[src/rtl/bilinear_interp_pipe_pkg.sv]
// fdvit_interp_pkg: interpolation mode enum, pipeline latency and blend-weight helper
package fdvit_interp_pkg;

    typedef enum logic {
        INTERP_BILINEAR = 1'b0,
        INTERP_NEAREST  = 1'b1
    } interp_mode_e;

    localparam int LATENCY = 2;

    // Fractional coordinate to blend weight (fw <= 16); nearest rounds ties up
    function automatic logic [16:0] interp_weight(input logic [15:0] dx, input int fw,
                                                  input interp_mode_e mode);
        logic [16:0] h;
        h = 17'(1) << (fw - 1);
        return (mode == INTERP_NEAREST) ? (({1'b0, dx} >= h) ? (17'(1) << fw) : 17'(0))
                                        : {1'b0, dx};
    endfunction

endpackage

[src/rtl/bilinear_interp_pipe_lerp.sv]
// interp_lerp: rounded lerp y = (a*(S-w) + b*w + S/2) >> FW; ports a_i, b_i, w_i in [0,S], y_o
module interp_lerp #(
    parameter int DW = 8,
    parameter int FW = 8
) (
    input  logic [DW-1:0] a_i,
    input  logic [DW-1:0] b_i,
    input  logic [FW:0]   w_i,
    output logic [DW-1:0] y_o
);

    localparam int AW = DW + FW + 1;

    logic [FW:0]   wa;
    logic [AW-1:0] acc;

    assign wa  = (FW+1)'(1 << FW) - w_i;
    assign acc = AW'(a_i) * AW'(wa) + AW'(b_i) * AW'(w_i) + AW'(1 << (FW - 1));
    assign y_o = DW'(acc >> FW);

endmodule

[src/rtl/bilinear_interp_pipe.sv]
// bilinear_interp_pipe: 2-stage CH-channel bilinear/nearest interpolator; in_* valid/ready samples in, out_* valid/ready pixels out
module bilinear_interp_pipe
    import fdvit_interp_pkg::*;
#(
    parameter int DW    = 8,
    parameter int IW    = 8,
    parameter int FW    = 8,
    parameter int CH    = 4,
    parameter int TAG_W = 8
) (
    input  logic               clk,
    input  logic               rst,
    input  logic               in_valid,
    output logic               in_ready,
    input  logic [IW+FW-1:0]   in_x,
    input  logic [IW+FW-1:0]   in_y,
    input  logic               in_mode,
    input  logic [CH*DW-1:0]   in_p00,
    input  logic [CH*DW-1:0]   in_p01,
    input  logic [CH*DW-1:0]   in_p10,
    input  logic [CH*DW-1:0]   in_p11,
    input  logic [TAG_W-1:0]   in_tag,
    output logic               out_valid,
    input  logic               out_ready,
    output logic [CH*DW-1:0]   out_pix,
    output logic [TAG_W-1:0]   out_tag
);

    logic [FW:0]        wx_d, wy_d, wy_q;
    logic [CH*DW-1:0]   top_d, bot_d, top_q, bot_q, pix_d, pix_q;
    logic [TAG_W-1:0]   tag1_q, tag2_q;
    logic               s1_v_q, out_valid_q, en1, en2;
    logic               unused_bits;

    assign unused_bits = ^{in_x[IW+FW-1:FW], in_y[IW+FW-1:FW]};

    assign wx_d = (FW+1)'(interp_weight(16'(in_x[FW-1:0]), FW, interp_mode_e'(in_mode)));
    assign wy_d = (FW+1)'(interp_weight(16'(in_y[FW-1:0]), FW, interp_mode_e'(in_mode)));

    assign en2      = !out_valid_q || out_ready;
    assign en1      = !s1_v_q || en2;
    assign in_ready = en1;

    for (genvar c = 0; c < CH; c++) begin : g_ch
        interp_lerp #(.DW(DW), .FW(FW)) u_top (
            .a_i(in_p00[c*DW +: DW]), .b_i(in_p01[c*DW +: DW]), .w_i(wx_d), .y_o(top_d[c*DW +: DW])
        );
        interp_lerp #(.DW(DW), .FW(FW)) u_bot (
            .a_i(in_p10[c*DW +: DW]), .b_i(in_p11[c*DW +: DW]), .w_i(wx_d), .y_o(bot_d[c*DW +: DW])
        );
        interp_lerp #(.DW(DW), .FW(FW)) u_ver (
            .a_i(top_q[c*DW +: DW]), .b_i(bot_q[c*DW +: DW]), .w_i(wy_q), .y_o(pix_d[c*DW +: DW])
        );
    end

    always_ff @(posedge clk) begin
        if (rst) begin
            s1_v_q      <= 1'b0;
            out_valid_q <= 1'b0;
            top_q       <= '0;
            bot_q       <= '0;
            wy_q        <= '0;
            tag1_q      <= '0;
            pix_q       <= '0;
            tag2_q      <= '0;
        end else begin
            if (en1)
                s1_v_q <= in_valid;
            if (en1 && in_valid) begin
                top_q  <= top_d;
                bot_q  <= bot_d;
                wy_q   <= wy_d;
                tag1_q <= in_tag;
            end
            if (en2)
                out_valid_q <= s1_v_q;
            if (en2 && s1_v_q) begin
                pix_q  <= pix_d;
                tag2_q <= tag1_q;
            end
        end
    end

    assign out_valid = out_valid_q;
    assign out_pix   = pix_q;
    assign out_tag   = tag2_q;

endmodule

[config.mk]
export PLATFORM = sky130hd
export DESIGN_NAME = bilinear_interp_pipe
export DESIGN_NICKNAME = d
export VERILOG_FILES = /design/src/rtl/bilinear_interp_pipe_pkg.sv /design/src/rtl/bilinear_interp_pipe_lerp.sv /design/src/rtl/bilinear_interp_pipe.sv
export SDC_FILE = /design/constraint.sdc
export NUM_CORES = 2
export LEC_CHECK = 0
export ABC_AREA = 1
export CORE_UTILIZATION = 30
export CTS_CLUSTER_DIAMETER = 60
export DETAILED_ROUTE_END_ITERATION = 7
export HOLD_SLACK_MARGIN = 0.05
export PLACE_DENSITY = 0.44
export SLEW_MARGIN = 30
export SYNTH_ARGS = -nofsm -noshare
export SYNTH_HDL_FRONTEND = slang
export SYNTH_HIERARCHICAL = 1
export SYNTH_SLANG_ARGS = --single-unit
export TNS_END_PERCENT = 30
[constraint.sdc]
create_clock -name clk -period 22.6 [get_ports clk]
set_input_delay 4.52 -clock clk [delete_from_list [all_inputs] [get_ports clk]]
set_output_delay 4.52 -clock clk [all_outputs]
set_load 0.005 [all_outputs]
==> flow_summary.yaml <==
critical_path:
  critical_path.max_stage_delay_ns: 0.73
  crit_path_start_kind: "primary input"
  reg2reg_slack_ns: 14.96
  r2r-end: "out_pix[22]"
  critical_path.reg2reg.startpoint: "wy_q[0]"
  critical_path_cell_with_the_highest_stage_delay: "sky130_fd_sc_hd__nor2_4"
  crit_arrival_ns: 13.43
  endpoint_kind: "register"
  worstRegToRegCells: 29
  path_class: "in2reg"
  timing.critical_path.fanout_max: 34
  path_common_cell: "sky130_fd_sc_hd__nand2_1"
  timing.critical_path.required_ns: 22.99
yosys:
  synth_flop_cell: "sky130_fd_sc_hd__dfxtp_1"
  netlist_instances: 9355
  synthesis.nets: 11568
  basic_gate_share_of_the_synthesized_area_counting_and_or_nand_and_nor_cells_pct: 21.2
  synth-xor-area-share_pct: 0.986
  synth.yosys.seq_area_share_pct: 3.67
  synth-compound-area-share_pct: 2.98
  synth_area_per_cell_um2: 7.17
  postSynthRegisterBits: 123
  area_of_the_mapped_netlist_mm2: 0.0671
  synth.mux.area_fraction_pct: 0
  largest_family_of_logic_cells_by_synthesized_area: "adder cells"
  synth_cell_type_count: 47
  yosys_warnings: 6
  synth_adder_area_share_pct: 52.3
  postSynth.asyncResetShare_pct: 0
  synth_enable_flop_cells: 0
clocking:
  worstSkewPairLatency_ns: 0.50
  clock_path_buffers: 2
  cts_tree: "built"
  post-cts-setup-buffer-count: 0
  cts_sinks: 123
  clock_tree.htree_level_count: 4
  clockRootBuffer: "sky130_fd_sc_hd__clkbuf_16"
  cts-hold-fix-buffers: 0
  cts_buffers: 17
  postCtsResizedCells: 0
  cts.reportedPaths.clkPinSlew_ns: 0.07
sta:
  final_critical_path_setup_slack_ns: 9.56
  finClkSkew_ns: 0.0141
  final-max-slew-violation-count: 0
  timing.setup.tns_ns: 0
  period_share_pct: 57.7
  report.final.hold_viol_count: 0
  report.final.setup_viol: 0
  maxClockFrequency_ghz: 0.0767
  rsz0062_at_grt: "no"
  fin_crit_ns: 13.04
  worst_slew_margin_rel_pct: 40.1
  worst_pin_slew_ns: 0.897
cells_and_area:
  area_growth_syn_to_layout_pct: 7.65
  layout_commonest_cell: "sky130_fd_sc_hd__inv_1"
  final_net_count: 11517
  drive_gt1_share_pct: 2.51
  utilization_pct: 32.5
  most-common-layout-cells: "sky130_fd_sc_hd__inv_1 (2904), sky130_fd_sc_hd__nand2_1 (2344), sky130_fd_sc_hd__fa_1 (1272)"
  finalInstanceArea_mm2: 0.0722
routing:
  detail_route.drc_violations: 0
  via_count: 53808
  postRouteAntennaNets: 0
  detail_route.iter0.violations: 2820
  wire_per_inst_um: 15.6
  routed_wl_mm: 192
  detailed_router_iteration_count_before_antenna_repair: 5
  route.detailed.vias_per_inst: 4.37
placed_design:
  pre_cts_ws_ns: 9.05
  gp_congestion: 0.880
  placed_cell_area_mm2: 0.0717
  port-buffer-count: 198
  place_hpwl_mm: 161
grt:
  grt_first_pass_wirelength_mm: 312
  grt_max_degree: 84
  antenna_found_initial: 20
  grt_pass1_vias: 57274
  grt_remaining_overflow: 0
  grt.total_usage_pct: 17.6
floorplan:
  std_cell_rows: 173
  dieHeight_um: 475
  design.portCount: 215
  dieArea_mm2: 0.226
  initial_utilization_pct: 30.2
  die_width_um: 475
  core_mm2: 0.222
flow_run:
  number_of_maximum_capacitance_constraint_violations: 0
min_path:
  hold_wc_startpoint: "tag1_q[0]"
  min_path_cells: 2
  worst_hold_path_type: "reg2reg"
  min_delay_worst_endpoint: "tag1_q[0]"
run_status:
  run_status: "completed"
-- area by class of cell --
class                   count  area, µm²
repair buffers            236       2320
clock buffers              19        433
fillers                 24257     150000
multi-input cells        5979      52100
flip-flops and latches    123       2470
diodes                      7       17.5
clock inverters            13        118
inverters                2947      11100
well taps                2975       3720
-- per-stage QoR --
stage / hold WS [ns] / instances
floorplan: 0.443 / 9355
global placement: 0.455 / 12260
detailed placement: 0.468 / 12260
CTS: 0.486 / 12292
global route: 0.500 / 12294
finish: 0.477 / 12299
-- cells in the mapped netlist (3+ instances only) --
cell                       count  area share [%]
sky130_fd_sc_hd__ha_1        768              14
sky130_fd_sc_hd__buf_2        86            0.64
sky130_fd_sc_hd__a21oi_1     216             1.6
sky130_fd_sc_hd__or2_1        13            0.12
sky130_fd_sc_hd__nor4_1       19            0.18
sky130_fd_sc_hd__a211oi_1     11            0.12
sky130_fd_sc_hd__nand2_1    2345              13
sky130_fd_sc_hd__o21ai_2       8            0.10
sky130_fd_sc_hd__nor3_1       29            0.22
sky130_fd_sc_hd__fa_1       1272              38
sky130_fd_sc_hd__nor2_4       16            0.27
sky130_fd_sc_hd__nor2_2       12            0.11
sky130_fd_sc_hd__or2_2        10           0.093
sky130_fd_sc_hd__xnor2_2       3           0.073
sky130_fd_sc_hd__a31oi_1       4           0.037
sky130_fd_sc_hd__buf_4        36            0.40
sky130_fd_sc_hd__nand3_2       3           0.045
sky130_fd_sc_hd__and2_1        4           0.037
sky130_fd_sc_hd__nor2_1      654             3.7
sky130_fd_sc_hd__or3_1        11            0.10
sky130_fd_sc_hd__xnor2_1      20            0.26
sky130_fd_sc_hd__inv_2        37            0.21
sky130_fd_sc_hd__nor3_2        7            0.10
sky130_fd_sc_hd__inv_1      2906              16
sky130_fd_sc_hd__buf_6        24            0.40
sky130_fd_sc_hd__nand3b_1     44            0.49
sky130_fd_sc_hd__dfxtp_1     123             3.7
sky130_fd_sc_hd__nand2_2      31            0.29
sky130_fd_sc_hd__a21o_1        9            0.10
sky130_fd_sc_hd__xor2_2        8            0.19
sky130_fd_sc_hd__buf_1         6           0.034
sky130_fd_sc_hd__nand3_1     280             2.1
sky130_fd_sc_hd__clkbuf_1    153            0.86
sky130_fd_sc_hd__o21bai_1     18            0.20
sky130_fd_sc_hd__o21ai_0      90            0.67
sky130_fd_sc_hd__nand4_1      24            0.22
sky130_fd_sc_hd__o21a_1        8           0.090
sky130_fd_sc_hd__o21ai_1       4           0.030
sky130_fd_sc_hd__xor2_1       32            0.42
-- per-layer routing --
metal	global-route usage, %	vias up	wire, µm
met5	0	-	57
met4	2.79	8	2370
met3	1.52	103	6850
met2	30.2	848	91100
met1	24.2	26389	91400
li1	-	26460	-
-- sequential cells by signal, summed over array words and instances (netlist names) --
name,flops
out_pix,32
wy_q,9
bot_q,32
out_tag,8
out_valid,1
tag1_q,8
s1_v_q,1
top_q,32
-- how the worst max path moves through the flow --
stage / start / endpoint / slack (ns) / cells after the start
after floorplan: in_mode / top_q[6] / 11.67 / 28
after global placement: in_mode / bot_q[22] / 9.04 / 34
after detailed placement: in_mode / bot_q[22] / 9.05 / 34
after CTS: in_mode / bot_q[22] / 9.57 / 34
after global routing: in_mode / bot_q[22] / 9.07 / 34
final: in_mode / bot_q[22] / 9.56 / 34
-- logic make-up (layout without fill, tap and decap cells) --
logic type / count (synthesis) / in the layout
AND/OR/NAND/NOR: 3506 / 3506
buffers and inverters: 3253 / 3215
adder cells (fa/ha/maj): 2040 / 2040
AO/OA/AOI/OAI: 369 / 369
flip-flops: 123 / 123
XOR/XNOR: 64 / 64
other: 0 / 7
-- worst max-delay path: cells and delay by family --
kind / cells / cell delay, ns
buf+inv: 11 / 2.54
simple gates: 12 / 1.89
compound gates: 3 / 0.78
fa+ha+maj: 8 / 3.61
Power is left out: the tool's default activity adds up to more than one toggle a clock period on the data nets, which glitch-free logic cannot reach.
